File: config.mk
export PLATFORM = sky130hd
export DESIGN_NAME = apb_master_bridge
export DESIGN_NICKNAME = d
export VERILOG_FILES = /design/src/rtl/apb_master_pkg.sv /design/src/rtl/apb_master_bridge_timer.sv /design/src/rtl/apb_master_bridge.sv
export SDC_FILE = /design/constraint.sdc
export NUM_CORES = 1
export LEC_CHECK = 0
export CORE_ASPECT_RATIO = 1.4
export CORE_MARGIN = 4
export CORE_UTILIZATION = 31
export CTS_CLUSTER_SIZE = 30
export DETAILED_ROUTE_END_ITERATION = 10
export PLACE_DENSITY = 0.66
export SLEW_MARGIN = 25
export SYNTH_ARGS = -nofsm -noshare
export SYNTH_HDL_FRONTEND = slang
export SYNTH_SLANG_ARGS = --single-unit
File: constraint.sdc
create_clock -name clk -period 4.1 [get_ports clk]
set_input_delay 0.82 -clock clk [delete_from_list [all_inputs] [get_ports clk]]
set_output_delay 0.82 -clock clk [all_outputs]
set_load 0.005 [all_outputs]
File: src/rtl/apb_master_pkg.sv
// Shared definitions for the APB master bridge.
//   state_e    : bridge phase (IDLE, SETUP, ACCESS, RESP)
//   ALIGN_MASK : low address bits that must be zero for a word transfer
package apb_master_pkg;

  typedef enum logic [1:0] {
    IDLE   = 2'd0,
    SETUP  = 2'd1,
    ACCESS = 2'd2,
    RESP   = 2'd3
  } state_e;

  localparam logic [1:0] ALIGN_MASK = 2'b11;

endpackage

File: src/rtl/apb_master_bridge_timer.sv
// Wait-state counter for the ACCESS phase.
//   clk, rst   : clock, asynchronous active-low reset
//   clear_i    : zero the counter (entry into SETUP)
//   enable_i   : one more cycle spent waiting on pready
//   expire_o   : this waiting cycle is the LIMIT-th one; abort on this edge
// LIMIT = 0 disables expiry and freezes the counter.
module apb_wait_timer #(
  parameter int unsigned LIMIT = 16
) (
  input  logic clk,
  input  logic rst,
  input  logic clear_i,
  input  logic enable_i,
  output logic expire_o
);

  localparam int unsigned CW = (LIMIT == 0) ? 1 : $clog2(LIMIT + 1);
  localparam logic [CW-1:0] LAST = (LIMIT == 0) ? '0 : CW'(LIMIT - 1);

  logic [CW-1:0] count_q;
  logic [CW-1:0] count_d;

  // The counter reaches LIMIT on the same edge the bridge leaves ACCESS,
  // so it never needs to wrap or saturate.
  always_comb begin
    count_d = count_q;
    if (clear_i) begin
      count_d = '0;
    end else if (enable_i && (LIMIT != 0)) begin
      count_d = count_q + CW'(1);
    end
  end

  always_ff @(posedge clk or negedge rst) begin
    if (!rst) begin
      count_q <= '0;
    end else begin
      count_q <= count_d;
    end
  end

  assign expire_o = (LIMIT != 0) && enable_i && (count_q == LAST);

endmodule

File: src/rtl/apb_master_bridge.sv
// APB3 initiator: converts a valid/ready command stream into single APB
// transfers and reports each outcome on a one-cycle response strobe.
//   clk, rst                      : clock, asynchronous active-low reset
//   cmd_valid/cmd_ready           : command handshake (ready only in IDLE)
//   cmd_write/cmd_addr/cmd_wdata  : command contents
//   rsp_valid                     : one-cycle response strobe
//   rsp_rdata/rsp_slverr/rsp_timeout : response payload, held until next RESP
//   psel/penable/pwrite/paddr/pwdata : APB request side
//   prdata/pready/pslverr         : APB completion side
module apb_master_bridge
  import apb_master_pkg::*;
#(
  parameter int unsigned ADDR_W         = 32,
  parameter int unsigned DATA_W         = 32,
  parameter int unsigned TIMEOUT_CYCLES = 16
) (
  input  logic              clk,
  input  logic              rst,
  input  logic              cmd_valid,
  output logic              cmd_ready,
  input  logic              cmd_write,
  input  logic [ADDR_W-1:0] cmd_addr,
  input  logic [DATA_W-1:0] cmd_wdata,
  output logic              rsp_valid,
  output logic [DATA_W-1:0] rsp_rdata,
  output logic              rsp_slverr,
  output logic              rsp_timeout,
  output logic              psel,
  output logic              penable,
  output logic              pwrite,
  output logic [ADDR_W-1:0] paddr,
  output logic [DATA_W-1:0] pwdata,
  input  logic [DATA_W-1:0] prdata,
  input  logic              pready,
  input  logic              pslverr
);

  state_e            state_q;
  logic              psel_q;
  logic              penable_q;
  logic              pwrite_q;
  logic [ADDR_W-1:0] paddr_q;
  logic [DATA_W-1:0] pwdata_q;
  logic              rsp_valid_q;
  logic [DATA_W-1:0] rsp_rdata_q;
  logic              rsp_slverr_q;
  logic              rsp_timeout_q;

  logic              accept;
  logic              misaligned;
  logic              timer_clear;
  logic              timer_en;
  logic              timer_expire;
  logic [DATA_W-1:0] rdata_d;

  assign accept     = (state_q == IDLE) && cmd_valid;
  assign misaligned = (cmd_addr[1:0] & ALIGN_MASK) != 2'b00;

  // Counter restarts on every aligned accept and counts only stalled
  // ACCESS cycles.
  assign timer_clear = accept && !misaligned;
  assign timer_en    = (state_q == ACCESS) && !pready;

  // Writes report zero read data regardless of what the slave drives.
  assign rdata_d = pwrite_q ? '0 : prdata;

  apb_wait_timer #(
    .LIMIT(TIMEOUT_CYCLES)
  ) u_timer (
    .clk     (clk),
    .rst     (rst),
    .clear_i (timer_clear),
    .enable_i(timer_en),
    .expire_o(timer_expire)
  );

  // Single FSM with all bus and response outputs registered. Address,
  // direction and write data are captured at accept and left untouched
  // afterwards, so they stay stable across ACCESS and hold in IDLE.
  always_ff @(posedge clk or negedge rst) begin
    if (!rst) begin
      state_q       <= IDLE;
      psel_q        <= 1'b0;
      penable_q     <= 1'b0;
      pwrite_q      <= 1'b0;
      paddr_q       <= '0;
      pwdata_q      <= '0;
      rsp_valid_q   <= 1'b0;
      rsp_rdata_q   <= '0;
      rsp_slverr_q  <= 1'b0;
      rsp_timeout_q <= 1'b0;
    end else begin
      case (state_q)
        IDLE: begin
          if (accept) begin
            pwrite_q <= cmd_write;
            paddr_q  <= cmd_addr;
            pwdata_q <= cmd_wdata;
            if (misaligned) begin
              // Rejected locally: straight to a response, bus untouched.
              state_q       <= RESP;
              rsp_valid_q   <= 1'b1;
              rsp_rdata_q   <= '0;
              rsp_slverr_q  <= 1'b1;
              rsp_timeout_q <= 1'b0;
            end else begin
              state_q   <= SETUP;
              psel_q    <= 1'b1;
              penable_q <= 1'b0;
            end
          end
        end
        SETUP: begin
          state_q   <= ACCESS;
          penable_q <= 1'b1;
        end
        ACCESS: begin
          if (pready) begin
            state_q       <= RESP;
            psel_q        <= 1'b0;
            penable_q     <= 1'b0;
            rsp_valid_q   <= 1'b1;
            rsp_rdata_q   <= rdata_d;
            rsp_slverr_q  <= pslverr;
            rsp_timeout_q <= 1'b0;
          end else if (timer_expire) begin
            state_q       <= RESP;
            psel_q        <= 1'b0;
            penable_q     <= 1'b0;
            rsp_valid_q   <= 1'b1;
            rsp_rdata_q   <= '0;
            rsp_slverr_q  <= 1'b1;
            rsp_timeout_q <= 1'b1;
          end
        end
        RESP: begin
          state_q     <= IDLE;
          rsp_valid_q <= 1'b0;
        end
        default: begin
          state_q   <= IDLE;
          psel_q    <= 1'b0;
          penable_q <= 1'b0;
        end
      endcase
    end
  end

  assign cmd_ready   = (state_q == IDLE);
  assign psel        = psel_q;
  assign penable     = penable_q;
  assign pwrite      = pwrite_q;
  assign paddr       = paddr_q;
  assign pwdata      = pwdata_q;
  assign rsp_valid   = rsp_valid_q;
  assign rsp_rdata   = rsp_rdata_q;
  assign rsp_slverr  = rsp_slverr_q;
  assign rsp_timeout = rsp_timeout_q;

endmodule

# After elaboration in Yosys (flattened, before gate mapping)
# Cells that the tools add are included.
dict set report classes {
  n_reduce_logical 18
  n_bitwise 0
  div 0
  order_cmp 0
  add_sub_neg 1
  muxes 32
  shifts 0
  n_eq_ne 8
  mul 0
}
# operator count
set op_table {}
lappend op_table {{two-way mux 32 bit} 5}
lappend op_table {{case mux 32 bit (2 select lines)} 1}
lappend op_table {{AND reduction 4 bit} 4}
lappend op_table {{two-way mux 1 bit} 14}
lappend op_table {{two-way mux 5 bit} 2}
lappend op_table {{two-way mux 2 bit} 4}
lappend op_table {{case mux 2 bit (4 select lines)} 1}
lappend op_table {{case mux 1 bit (2 select lines)} 3}
lappend op_table {{case mux 1 bit (3 select lines)} 2}
lappend op_table {{nonzero test 2 bit} 3}
lappend op_table {{nonzero test 3 bit} 2}
lappend op_table {{adder 5 x 1 -> 5 bit, second input constant} 1}
lappend op_table {{== test 5 x 4 -> 1 bit, second input constant} 1}
lappend op_table {{== test 2 bit, second input constant} 2}
lappend op_table {{logical AND 1 bit} 4}
lappend op_table {{inequality test 2 x 1 -> 1 bit, second input constant} 2}
lappend op_table {{AND reduction 2 bit} 2}
lappend op_table {{inequality test 3 bit, second input constant} 1}
lappend op_table {{== test 2 x 1 -> 1 bit, second input constant} 1}
lappend op_table {{logical NOT 1 bit} 2}
lappend op_table {{logical NOT 2 bit} 1}
lappend op_table {{inequality test 2 bit, second input constant} 1}
dict set report word_totals {
  latch_bits 0
  regBits 109
  mem_bits_rw 0
  memories 0
  word_cells 70
  romBits 0
  input_bits 102
}

# Longest topological paths before layout
# Gate-level depths: netlist of run 1.
dict set report logic_depth {
  depth_word 6
  depth_mapped 8
  ltp_nobuf 6
}

# Cells and area by module
# From an unflattened synthesis of run 1, not the netlist that was laid out.
dict set report unflattened {
  hier_cells 343
  hier_area_um2 4583.1
}
# module area_per_inst_um2 seq_area_each_um2 cells_each n_inst
set by_module_without_submodules {}
lappend by_module_without_submodules {apb_master_bridge 4297.9 2602.5 319 1}
lappend by_module_without_submodules {apb_wait_timer 285.3 125.1 24 1}

# Worst setup path before layout of run 1
# No wires, ideal clock.
dict set report synth_path {
  path_type {input port to flip-flop}
  startpoint {input port cmd_valid}
  endpoint {register rsp_slverr_q, in the netlist rsp_slverr}
  arrival_ps 1811
  cell_stages 4
  setup_slack_ps 2164
  path_buffers 1
  required_time_ps 3975
  setup_time_ps 125
  path_cell_list {and2b_1 -> nor4_2 -> buf_6 -> mux2_2}
}
dict set report synth_between {
  elab_chain_len 3
}
# item line
set synth_rtl {}
lappend synth_rtl {{start: declaration} apb_master_bridge.sv:19} ;# input logic cmd_valid,
lappend synth_rtl {{logical AND 1 bit} apb_master_bridge.sv:56} ;# assign accept = (state_q == IDLE) && cmd_valid;
lappend synth_rtl {{inequality test 2 x 1 -> 1 bit (no line)} -}
lappend synth_rtl {{AND reduction 4 bit (no line)} -}
lappend synth_rtl {{end signal: assignment} apb_master_bridge.sv:124} ;# rsp_slverr_q <= pslverr;
lappend synth_rtl {{end: declaration} apb_master_bridge.sv:46} ;# logic rsp_slverr_q;
# No other way between the ends.
# A chain may end at the register's enable or synchronous reset.

# Worst setup path in the final report of run 1
dict set report layout_path {
  startpoint {register state_q[0]}
  endpoint {output port cmd_ready}
}
dict set report layout_between {
  elab_chain_len 1
}
# item line
set layout_rtl {}
lappend layout_rtl {{start: declaration} apb_master_bridge.sv:38} ;# state_e state_q;
lappend layout_rtl {{start signal: assignment} apb_master_bridge.sv:82} ;# state_q <= IDLE;
lappend layout_rtl {{start signal: assignment} apb_master_bridge.sv:101} ;# state_q <= RESP;
lappend layout_rtl {{start signal: assignment} apb_master_bridge.sv:107} ;# state_q <= SETUP;
lappend layout_rtl {{logical NOT 2 bit} apb_master_bridge.sv:149} ;# assign cmd_ready = (state_q == IDLE);
lappend layout_rtl {{end: declaration} apb_master_bridge.sv:20} ;# output logic cmd_ready,
# No other way between the ends.

==> results of run 1 <==
==> path summary, 6_finish.rpt <==
path	end	cells past startpoint	startpoint
setup / recovery	cmd_ready	3	state_q[0]$_DFFE_PN0P_
max in group asynchronous	rsp_rdata[0]$_DFFE_PN0P_	2	rst
setup reg to reg	rsp_slverr$_DFFE_PN0P_	6	state_q[1]$_DFFE_PN0P_
hold reg to reg	pwdata[31]$_DFFE_PN0P_	1	pwdata[31]$_DFFE_PN0P_
hold / removal	pwdata[31]$_DFFE_PN0P_	1	pwdata[31]$_DFFE_PN0P_
min in group asynchronous	rsp_rdata[6]$_DFFE_PN0P_	1	rst
==> layout make-up <==
cell class / count / area [um2] / area share
Clock buffer: 12 / 267 / 0.0375
Clock inverter: 3 / 67.6 / 0.00950
Inverter: 38 / 143 / 0.0201
Multi-Input combinational cell: 181 / 1590 / 0.223
Sequential cell: 109 / 2730 / 0.384
Tap cell: 189 / 236 / 0.0333
Timing Repair Buffer: 208 / 2080 / 0.293
==> state kept, by name, summed over array words and instances, names as in the netlist <==
register	flops
rsp_slverr	1
pwrite	1
pwdata	32
state_q	2
u_timer.count_q	5
penable	1
rsp_timeout	1
rsp_valid	1
rsp_rdata	32
psel	1
paddr	32
==> layout by cell type (no fill, tap or decap), types with 2 or more instances in the layout <==
cell	n
sky130_fd_sc_hd__xor2_1	2
sky130_fd_sc_hd__nand3_1	2
sky130_fd_sc_hd__a21oi_1	3
sky130_fd_sc_hd__clkbuf_16	9
sky130_fd_sc_hd__nand2_1	33
sky130_fd_sc_hd__clkbuf_8	3
sky130_fd_sc_hd__inv_1	38
sky130_fd_sc_hd__nand3b_1	2
sky130_fd_sc_hd__dfrtp_1	109
sky130_fd_sc_hd__buf_4	4
sky130_fd_sc_hd__clkdlybuf4s50_1	203
sky130_fd_sc_hd__ha_1	8
sky130_fd_sc_hd__o21ai_0	3
sky130_fd_sc_hd__mux2i_1	35
sky130_fd_sc_hd__nor2_1	9
sky130_fd_sc_hd__nor4_1	2
sky130_fd_sc_hd__mux2_2	68
sky130_fd_sc_hd__bufinv_16	2
==> layer usage <==
metal | global-route usage | routed length [um] | up-vias
li1 | - | - | 1526
met1 | 0.157 | 4500 | 1556
met2 | 0.240 | 5770 | 130
met3 | 0.0532 | 921 | 15
met4 | 0.0462 | 211 | 0
met5 | 0 | 0 | -
==> logic make-up after synthesis <==
kind of cell	synth area share
buf+inv	0.0593
mux	0.244
flops	0.596
simple gates	0.0648
fa+ha+maj	0.0219
xor+xnor	0.00383
compound gates	0.0101
==> report_power, final <==
group	total [mW]	switching, mW	internal [mW]
logic	2.24	0.811	1.43
clock network	0.964	0.381	0.583
registers	1.82	0.255	1.56
==> stage by stage <==
step	setup WS (ps)	instances	cell area [um2]	util	hold slack (ps)
after global routing	1360	740	7110	0.492	513
final	1460	740	7110	0.492	506
after CTS	1440	740	7110	0.492	509
after global placement	1220	725	6780	0.469	487
after floorplan	2160	344	4580	-	501
after detailed placement	1180	725	6780	0.469	492
==> results_tabular.tex, run 1 <==
\begin{tabular}{lr}
\hline
Metric & Value \\
\hline
\multicolumn{2}{l}{\textbf{Die}} \\
IO Pins & 205 \\
Vertical die dimension & 152 um \\
Number of core rows & 52 \\
Die area & 16800 um2 \\
Initial standard-cell utilization of the core & 0.317 \\
Placeable Area & $\sim$14000 um2 \\
Die span in x & 111 um \\
\multicolumn{2}{l}{\textbf{Synthesis}} \\
Post-synthesis instance area & 4580 um2 \\
Count of yosys warnings during synthesis & 0 \\
Nets in the synthesized netlist & 454 \\
FFs w/ async S/R, synth & 1.00 \\
Syn Area/Cell & between 10 and 15 um2 \\
Flip-flop and latch count after synthesis & 109 \\
Most frequent cells after synthesis & sky130\_fd\_sc\_hd\_\_dfrtp\_1 (109), sky130\_fd\_sc\_hd\_\_mux2\_2 (68), sky130\_fd\_sc\_hd\_\_inv\_1 (38) \\
Number of enable flip-flop cells after synthesis & 0 \\
Biggest area consumer among synthesized cells & sky130\_fd\_sc\_hd\_\_dfrtp\_1 \\
Number of distinct standard cells referenced by the synthesized netlist & 30 \\
Part of the Yosys area used for sequential elements & 0.596 \\
Leading register cell type out of synthesis & sky130\_fd\_sc\_hd\_\_dfrtp\_1 \\
Most numerous cell in the Yosys netlist & sky130\_fd\_sc\_hd\_\_dfrtp\_1 \\
Top cells by area, synth & sky130\_fd\_sc\_hd\_\_dfrtp\_1 (60\%), sky130\_fd\_sc\_hd\_\_mux2\_2 (17\%), sky130\_fd\_sc\_hd\_\_mux2i\_1 (7.7\%) \\
Area share of the largest cell type after synthesis & 0.596 \\
Count of mapped cells out of synthesis & 344 \\
\multicolumn{2}{l}{\textbf{Place}} \\
Final weighted congestion in routability-driven placement & 0.722 \\
Number of buffers inserted by port buffering & about 200 \\
Detailed-placement wirelength estimate & roughly 8.5 mm \\
\multicolumn{2}{l}{\textbf{STA}} \\
Accumulated negative setup slack & 0 ps \\
Share of the clock period used by the worst path & 0.643 \\
Setup violators final & 0 \\
Hold violation total from the final report & 0 \\
Final slew viol count & 0 \\
Final worst path period need & 2640 ps \\
Max frequency & 379 MHz \\
Worst Max-Slew Pin Slew & around 890 ps \\
Worst clock skew on the final layout & roughly 8.4 ps \\
Worst-case headroom to the max-slew limit & 0.403 \\
Setup repair after global routing missed its margin & no \\
\multicolumn{2}{l}{\textbf{Power and ir drop}} \\
Total power draw & 5.02 mW \\
Power density over cell area & 706 nW/um2 \\
Peak supply drop & 0.000340 V \\
Leakage power summed over all cells & 3.01 nW \\
\multicolumn{2}{l}{\textbf{Critical path}} \\
Type of the worst setup path & flop to primary output \\
Arrival time at the worst endpoint & 1820 ps \\
Critical path's top delay family & buffers and inverters \\
Flop2flop setup slack & 1740 ps \\
Critical path's largest stage delay & 600 ps \\
Buffering stage count on the worst path with inverters included & 2 \\
Kind of end point of the critical path & primary output \\
Nature of the critical path startpoint & flop \\
Largest fanout of any net on the critical path & 7 \\
Worst-path cell with the longest stage delay & sky130\_fd\_sc\_hd\_\_clkdlybuf4s50\_1 \\
Required @ worst endpoint & 3280 ps \\
Cells along the critical path & inv\_1 > ha\_1 > clkdlybuf4s50\_1 \\
\multicolumn{2}{l}{\textbf{Routing}} \\
Average vias per placed instance & 4.36 \\
Antenna-violating nets left & 0 \\
Average detailed-routed wire length per instance & 15.4 um \\
Iteration-0 DRC count of the detailed router & 99 \\
Wirelength, routed & between 10 and 15 mm \\
Vias & roughly 3.2k \\
Remaining design rule violation count & 0 \\
DRT Pass-1 Iters & 4 \\
\multicolumn{2}{l}{\textbf{Clock network}} \\
Root Driver & sky130\_fd\_sc\_hd\_\_clkbuf\_16 \\
Bufs on Longest Clock Path & 2 \\
TritonCTS Sinks & 109 \\
Clock tree from TritonCTS & done \\
Number of instances resized during post-cts repair & 0 \\
Post-CTS Repair Setup Buffers & 0 \\
Hold bufs inserted after CTS & 0 \\
Clock latency on the worst-skew pair & 340 ps \\
Number of levels in the clock H-tree & 3 \\
Worst-path clk slew & about 70 ps \\
Num CTS Buffers & 9 \\
\multicolumn{2}{l}{\textbf{Final layout}} \\
Fraction of layout cells with a size suffix above 1 & 0.171 \\
Net count of the finished layout & 657 \\
Number of fillers in the final layout & approximately 1.3k \\
Area growth from synthesis to layout & 55.4\% \\
Inserted Diodes & 0 \\
\multicolumn{2}{l}{\textbf{Global routing}} \\
Pin count of the biggest net entering global routing & 71 \\
Antenna violations before repair & 0 \\
Global route overflow & 0 \\
First-pass GRT wire length & 18.7 mm \\
Total track usage & 0.138 \\
Number of global-route vias before repair & between 3k and 4k \\
\multicolumn{2}{l}{\textbf{Worst hold path}} \\
Worst hold path type & flop to flop \\
\multicolumn{2}{l}{\textbf{Status}} \\
Status & finished, final reports clean \\
\multicolumn{2}{l}{\textbf{Flow run}} \\
Max-capacitance violation count & 0 \\
\hline
\end{tabular}
No activity file was read; power rests on OpenSTA's default activity.
==> run 2, diff against run 1 <==
--- a/config.mk
+++ b/config.mk
@@ -10,7 +10,7 @@
 export CORE_UTILIZATION = 31
 export CTS_CLUSTER_SIZE = 30
 export DETAILED_ROUTE_END_ITERATION = 10
-export PLACE_DENSITY = 0.66
+export PLACE_DENSITY = 0.68
 export SLEW_MARGIN = 25
 export SYNTH_ARGS = -nofsm -noshare
 export SYNTH_HDL_FRONTEND = slang
==> constraint.sdc (replaced) <==
create_clock -name clk -period 2.33 [get_ports clk]
set_input_delay 0.466 -clock clk [delete_from_list [all_inputs] [get_ports clk]]
set_output_delay 0.466 -clock clk [all_outputs]
set_load 0.005 [all_outputs]
==> run 2 against run 1 <==
First-iteration DRC count up 39%. Global-route usage is 0.58 points lower. Non-clock buffer count increased by 6. Hold slack barely moved.
==> results_tabular.tex, run 2 (synthesis gave the netlist of run 1 again) <==
\begin{tabular}{lr}
\hline
Metric & Value \\
\hline
\multicolumn{2}{l}{\textbf{Critical path}} \\
Worst-path cell with the longest stage delay & sky130\_fd\_sc\_hd\_\_clkdlybuf4s50\_1 \\
Required @ worst endpoint & 1860 ps \\
Largest fanout of any net on the critical path & 7 \\
Buffering stage count on the worst path with inverters included & 2 \\
Cells along the critical path & inv\_1 > ha\_2 > clkdlybuf4s50\_1 \\
Type of the worst setup path & flop to primary output \\
Kind of end point of the critical path & primary output \\
Nature of the critical path startpoint & flop \\
Arrival time at the worst endpoint & 1730 ps \\
Critical path's largest stage delay & 560 ps \\
Critical path's top delay family & buffers and inverters \\
\multicolumn{2}{l}{\textbf{Final layout}} \\
Fraction of layout cells with a size suffix above 1 & 0.179 \\
Top library cells by usage in the layout, fill and taps aside & sky130\_fd\_sc\_hd\_\_clkdlybuf4s50\_1 (203), sky130\_fd\_sc\_hd\_\_dfrtp\_1 (109), sky130\_fd\_sc\_hd\_\_mux2\_2 (68), sky130\_fd\_sc\_hd\_\_inv\_1 (38), sky130\_fd\_sc\_hd\_\_mux2i\_1 (35) \\
Finished Cell Area & 7130 um2 \\
Net count of the finished layout & 663 \\
Most common cell after layout, fill and taps aside & sky130\_fd\_sc\_hd\_\_clkdlybuf4s50\_1 \\
Inserted Diodes & 0 \\
Area growth from synthesis to layout & 55.7\% \\
Number of fillers in the final layout & 1314 \\
\multicolumn{2}{l}{\textbf{Routing}} \\
DRT Pass-1 Iters & 4 \\
Remaining design rule violation count & 0 \\
Average detailed-routed wire length per instance & 15.1 um \\
Antenna-violating nets left & 0 \\
Average vias per placed instance & 4.37 \\
Wirelength, routed & 11.3 mm \\
Vias & 3267 \\
Iteration-0 DRC count of the detailed router & 138 \\
\multicolumn{2}{l}{\textbf{Clock network}} \\
Num CTS Buffers & 9 \\
Post-CTS Repair Setup Buffers & 0 \\
Bufs on Longest Clock Path & 2 \\
Clock tree from TritonCTS & done \\
Clock latency on the worst-skew pair & 340 ps \\
Worst-path clk slew & 70 ps \\
Root Driver & sky130\_fd\_sc\_hd\_\_clkbuf\_16 \\
TritonCTS Sinks & approximately 110 \\
Number of levels in the clock H-tree & 3 \\
\multicolumn{2}{l}{\textbf{Power and ir drop}} \\
Peak supply drop & 0.000603 V \\
Power density over cell area & 1220 nW/um2 \\
Leakage power summed over all cells & 3.01 nW \\
Total power draw & around 8.7 mW \\
\multicolumn{2}{l}{\textbf{Die}} \\
Initial standard-cell utilization of the core & 0.317 \\
Die span in x & 111 um \\
Vertical die dimension & 152 um \\
Placeable Area & 14400 um2 \\
Number of core rows & 52 \\
Die area & 16800 um2 \\
IO Pins & 205 \\
\multicolumn{2}{l}{\textbf{STA}} \\
Accumulated negative setup slack & 0 ps \\
Final worst path period need & 2200 ps \\
Setup repair after global routing missed its margin & no \\
Max frequency & between 400 and 500 MHz \\
Worst-case headroom to the max-slew limit & 0.587 \\
Hold violation total from the final report & 0 \\
Worst Max-Slew Pin Slew & 615 ps \\
Final slew viol count & 0 \\
Worst clock skew on the final layout & 5.74 ps \\
Worst path setup slack after routing & about 130 ps \\
Setup violators final & 0 \\
Share of the clock period used by the worst path & 0.943 \\
\multicolumn{2}{l}{\textbf{Place}} \\
Detailed-placement wirelength estimate & 8.78 mm \\
Placed standard-cell area & 6830 um2 \\
Post-placement setup slack & 72.1 ps \\
Final weighted congestion in routability-driven placement & around 0.73 \\
Number of buffers inserted by port buffering & 204 \\
\multicolumn{2}{l}{\textbf{Global routing}} \\
First-pass GRT wire length & 18.0 mm \\
Total track usage & 0.132 \\
Pin count of the biggest net entering global routing & 50 \\
Antenna violations before repair & 0 \\
Global route overflow & 0 \\
Number of global-route vias before repair & 3554 \\
\multicolumn{2}{l}{\textbf{Worst hold path}} \\
Worst hold path type & flop to flop \\
\multicolumn{2}{l}{\textbf{Status}} \\
Status & finished, final reports clean \\
\multicolumn{2}{l}{\textbf{Flow run}} \\
Max-capacitance violation count & 0 \\
\hline
\end{tabular}
## run 2: cell type report
type                    count  area (um2)  area share
clock buffers              12         256      0.0360
well taps                 189         236      0.0332
flip-flops and latches    109        2730       0.383
inverters                  38         143      0.0200
multi-input cells         181        1590       0.223
clock inverters             4        30.0     0.00421
repair buffers            214        2140       0.301
## run 2: final timing paths
path	slack [ps]	endpoint	cells after the start	start
min reg2reg	510	paddr[21]$_DFFE_PN0P_	1	paddr[21]$_DFFE_PN0P_
max	130	cmd_ready	3	state_q[0]$_DFFE_PN0P_
min	510	paddr[21]$_DFFE_PN0P_	1	paddr[21]$_DFFE_PN0P_
min in group asynchronous	560	u_timer.count_q[4]$_DFFE_PN0P_	2	rst
max in group asynchronous	1190	pwdata[25]$_DFFE_PN0P_	3	rst
max reg2reg	300	rsp_rdata[15]$_DFFE_PN0P_	6	state_q[0]$_DFFE_PN0P_
## run 2: per-layer routing
layer,track usage,up-vias,share of wire
li1,-,1544,-
met1,0.147,1590,0.39
met2,0.236,126,0.52
met3,0.0532,7,0.083
met4,0.0370,0,0.011
met5,0,-,0
## run 2: power by group
group / leakage [nW] / total, mW / switching (mW) / internal, mW
registers: 1.36 / 3.21 / 0.459 / 2.75
logic: 1.52 / 3.99 / 1.42 / 2.58
clock network: 0.140 / 1.47 / 0.675 / 0.791
total: 3.01 / 8.66 / 2.55 / 6.11
## run 2: timing repair
action	in CTS	in global routing
hold buffers	1	0
gates resized for setup	0	1
endpoints found under the setup margin	0	1
hold endpoints to repair	13	0
## run 2: per-stage QoR
stage / instances / utilization / hold slack [ps]
2_1_floorplan: 344 / - / 170
3_5_place_dp: 730 / 0.473 / 345
4_1_cts: 747 / 0.493 / 509
5_1_grt: 747 / 0.493 / 514
6_report: 747 / 0.493 / 506
3_3_place_gp: 730 / 0.473 / 341
==> run 3, diff against run 2 <==
--- a/config.mk
+++ b/config.mk
@@ -5,12 +5,14 @@
 export SDC_FILE = /design/constraint.sdc
 export NUM_CORES = 1
 export LEC_CHECK = 0
+export CELL_PAD_IN_SITES_DETAIL_PLACEMENT = 1
+export CELL_PAD_IN_SITES_GLOBAL_PLACEMENT = 2
 export CORE_ASPECT_RATIO = 1.4
 export CORE_MARGIN = 4
-export CORE_UTILIZATION = 31
+export CORE_UTILIZATION = 23
 export CTS_CLUSTER_SIZE = 30
 export DETAILED_ROUTE_END_ITERATION = 10
-export PLACE_DENSITY = 0.68
+export PLACE_DENSITY = 0.78
 export SLEW_MARGIN = 25
 export SYNTH_ARGS = -nofsm -noshare
 export SYNTH_HDL_FRONTEND = slang
==> constraint.sdc (replaced) <==
create_clock -name clk -period 1.95 [get_ports clk]
set_input_delay 0.39 -clock clk [delete_from_list [all_inputs] [get_ports clk]]
set_output_delay 0.39 -clock clk [all_outputs]
set_load 0.005 [all_outputs]
==> run 3 against run 2 <==
Clock skew increased by 2.6 ps. Sequential share of layout area shrank 1.3 points. Routed wire length grew 18%. Combinational power rose by 31%. First-iteration DRC count fell by 54%. Via count rose by 3.3%. Design area increased by 3.7%. Setup slack got worse by 63 ps. Register-to-register slack got worse by 230 ps. Clock power increased by 25%. Highest routed layer is now met5. Hold slack worse by 400 ps.
==> results_tabular.tex, run 3 (synthesis gave the netlist of run 1 again) <==
\begin{tabular}{lr}
\hline
Metric & Value \\
\hline
\multicolumn{2}{l}{\textbf{Critical path}} \\
Kind of end point of the critical path & flop \\
Arrival time at the worst endpoint & 2120 ps \\
Cells along the critical path & ha\_1 > and3\_1 > ha\_2 > nor3b\_4 > buf\_4 > nor4\_2 > mux2\_2 \\
Flop2flop setup slack & 70 ps \\
Largest fanout of any net on the critical path & 4 \\
Type of the worst setup path & flop to flop \\
Critical path's largest stage delay & 370 ps \\
Nature of the critical path startpoint & flop \\
Worst-path cell with the longest stage delay & sky130\_fd\_sc\_hd\_\_mux2\_2 \\
Required @ worst endpoint & 2190 ps \\
\multicolumn{2}{l}{\textbf{STA}} \\
Hold violation total from the final report & 0 \\
Worst-case headroom to the max-slew limit & 0.599 \\
Worst path setup slack after routing & 69.3 ps \\
Worst hold margin & 102 ps \\
Setup violators final & 0 \\
Setup repair after global routing missed its margin & no \\
Accumulated negative setup slack & 0 ps \\
Max frequency & 532 MHz \\
Final worst path period need & 1880 ps \\
Share of the clock period used by the worst path & 0.964 \\
Worst Max-Slew Pin Slew & roughly 600 ps \\
Worst clock skew on the final layout & 8.31 ps \\
Final slew viol count & 0 \\
\multicolumn{2}{l}{\textbf{Power and ir drop}} \\
Part of the total power dissipated in combinational logic & 0.480 \\
Total power draw & $\sim$11 mW \\
Internal power summed over all cells & between 7 and 8 mW \\
Leakage power summed over all cells & 3.11 nW \\
Clock group share of total power & 0.168 \\
Switching power as a share of total power & 0.306 \\
Peak supply drop & 0.000569 V \\
Seq pwr share & 0.351 \\
Net switching power & $\sim$3.3 mW \\
Power density over cell area & between 1000 and 1500 nW/um2 \\
\multicolumn{2}{l}{\textbf{Global routing}} \\
Antenna violations before repair & 1 \\
Number of global-route vias before repair & about 3.9k \\
Total track usage & 0.122 \\
Pin count of the biggest net entering global routing & 110 \\
First-pass GRT wire length & 21.5 mm \\
Global route overflow & 0 \\
\multicolumn{2}{l}{\textbf{Clock network}} \\
Number of levels in the clock H-tree & 3 \\
Num CTS Buffers & 9 \\
Bufs on Longest Clock Path & 2 \\
Hold bufs inserted after CTS & 0 \\
Clock tree from TritonCTS & done \\
Worst-path clk slew & around 80 ps \\
Clock latency on the worst-skew pair & 350 ps \\
Root Driver & sky130\_fd\_sc\_hd\_\_clkbuf\_16 \\
TritonCTS Sinks & between 100 and 150 \\
\multicolumn{2}{l}{\textbf{Routing}} \\
Average detailed-routed wire length per instance & roughly 16 um \\
Remaining design rule violation count & 0 \\
Average vias per placed instance & 4.12 \\
Vias & 3376 \\
Iteration-0 DRC count of the detailed router & 64 \\
DRT Pass-1 Iters & 4 \\
Wirelength, routed & 13.4 mm \\
Antenna-violating nets left & 0 \\
\multicolumn{2}{l}{\textbf{Place}} \\
Placed standard-cell area & about 7000 um2 \\
Detailed-placement wirelength estimate & around 10 mm \\
Post-placement setup slack & -184 ps \\
Number of buffers inserted by port buffering & 204 \\
Inst Count DP & 800 \\
Final weighted congestion in routability-driven placement & between 0.7 and 0.8 \\
\multicolumn{2}{l}{\textbf{Flow run}} \\
Max-capacitance violation count & 0 \\
\multicolumn{2}{l}{\textbf{Final layout}} \\
Most common cell after layout, fill and taps aside & sky130\_fd\_sc\_hd\_\_clkdlybuf4s50\_1 \\
Top library cells by usage in the layout, fill and taps aside & sky130\_fd\_sc\_hd\_\_clkdlybuf4s50\_1 (202), sky130\_fd\_sc\_hd\_\_dfrtp\_1 (109), sky130\_fd\_sc\_hd\_\_mux2\_2 (68), sky130\_fd\_sc\_hd\_\_inv\_1 (37) \\
Fraction of layout cells with a size suffix above 1 & 0.212 \\
Area growth from synthesis to layout & 61.4\% \\
Inserted Diodes & 0 \\
Finished Cell Area & 7390 um2 \\
Net count of the finished layout & 677 \\
Filler-free cell count of the finished design & 819 \\
Final Util & 0.381 \\
\multicolumn{2}{l}{\textbf{Die}} \\
Placeable Area & slightly below 20000 um2 \\
Die area & 22200 um2 \\
Initial standard-cell utilization of the core & 0.236 \\
Vertical die dimension & 175 um \\
Die span in x & 127 um \\
Number of core rows & 60 \\
IO Pins & 205 \\
\multicolumn{2}{l}{\textbf{Worst hold path}} \\
Worst hold path type & input port to async pin \\
\multicolumn{2}{l}{\textbf{Status}} \\
Status & finished, final reports clean \\
\hline
\end{tabular}
[run 3: cell types whose count changed in the layout (fill, tap and decap cells not counted), sizes merged]
cell and change:
clkdlybuf4s50 -1, dlygate4sd3 -1, buf +14, clkinvlp -1
inv +2
[run 3: final cells by class]
class / instances / area (um2)
inverters: 38 / 143
fillers: 2118 / 12000
repair buffers: 228 / 2310
multi-input cells: 181 / 1610
flip-flops and latches: 109 / 2730
clock inverters: 5 / 53.8
clock buffers: 10 / 239
well taps: 248 / 310
[run 3: what timing repair did]
item | 4_1_cts | 5_1_grt
resized for setup | 4 | 8
buffers inserted | 2 | 1
pin swaps | 1 | 1
gates cloned | 0 | 1
setup endpoints to repair | 27 | 31
[run 3: routing by layer]
metal  GRT usage  wire (um)  vias to the layer above
met4      0.0429        209                        2
met5           0          8                        -
met3      0.0544       1320                       13
li1            -          -                     1577
met1       0.136       5170                     1643
met2       0.208       6650                      141
[run 3: power by group through the flow]
stage	registers [mW]	clock network, mW	logic [mW]
after floorplan	3.89	0	2.22
after global placement	3.83	0	4.96
after detailed placement	3.89	0	5.10
after CTS	3.85	1.95	5.20
after global routing	3.97	2.04	5.68
final	3.83	1.84	5.24
[run 3: worst paths after layout]
kind,start,endpoint,cells past startpoint
max,u_timer.count_q[1]$_DFFE_PN0P_,penable$_DFFE_PN0P_,7
min,rst,rsp_rdata[13]$_DFFE_PN0P_,2
max reg2reg,u_timer.count_q[1]$_DFFE_PN0P_,penable$_DFFE_PN0P_,7
min reg2reg,paddr[10]$_DFFE_PN0P_,paddr[10]$_DFFE_PN0P_,1
max in group asynchronous,rst,paddr[8]$_DFFE_PN0P_,2
min in group clk,paddr[10]$_DFFE_PN0P_,paddr[10]$_DFFE_PN0P_,1
[run 3: critical path: cells and delay by family, from the launching register on]
| family | cells | cell delay, ps |
|---|---|---|
| adders and majority gates | 2 | 370 |
| buffers and inverters | 1 | 150 |
| DFF | 1 | 360 |
| muxes | 1 | 370 |
| and+or+nand+nor | 3 | 530 |
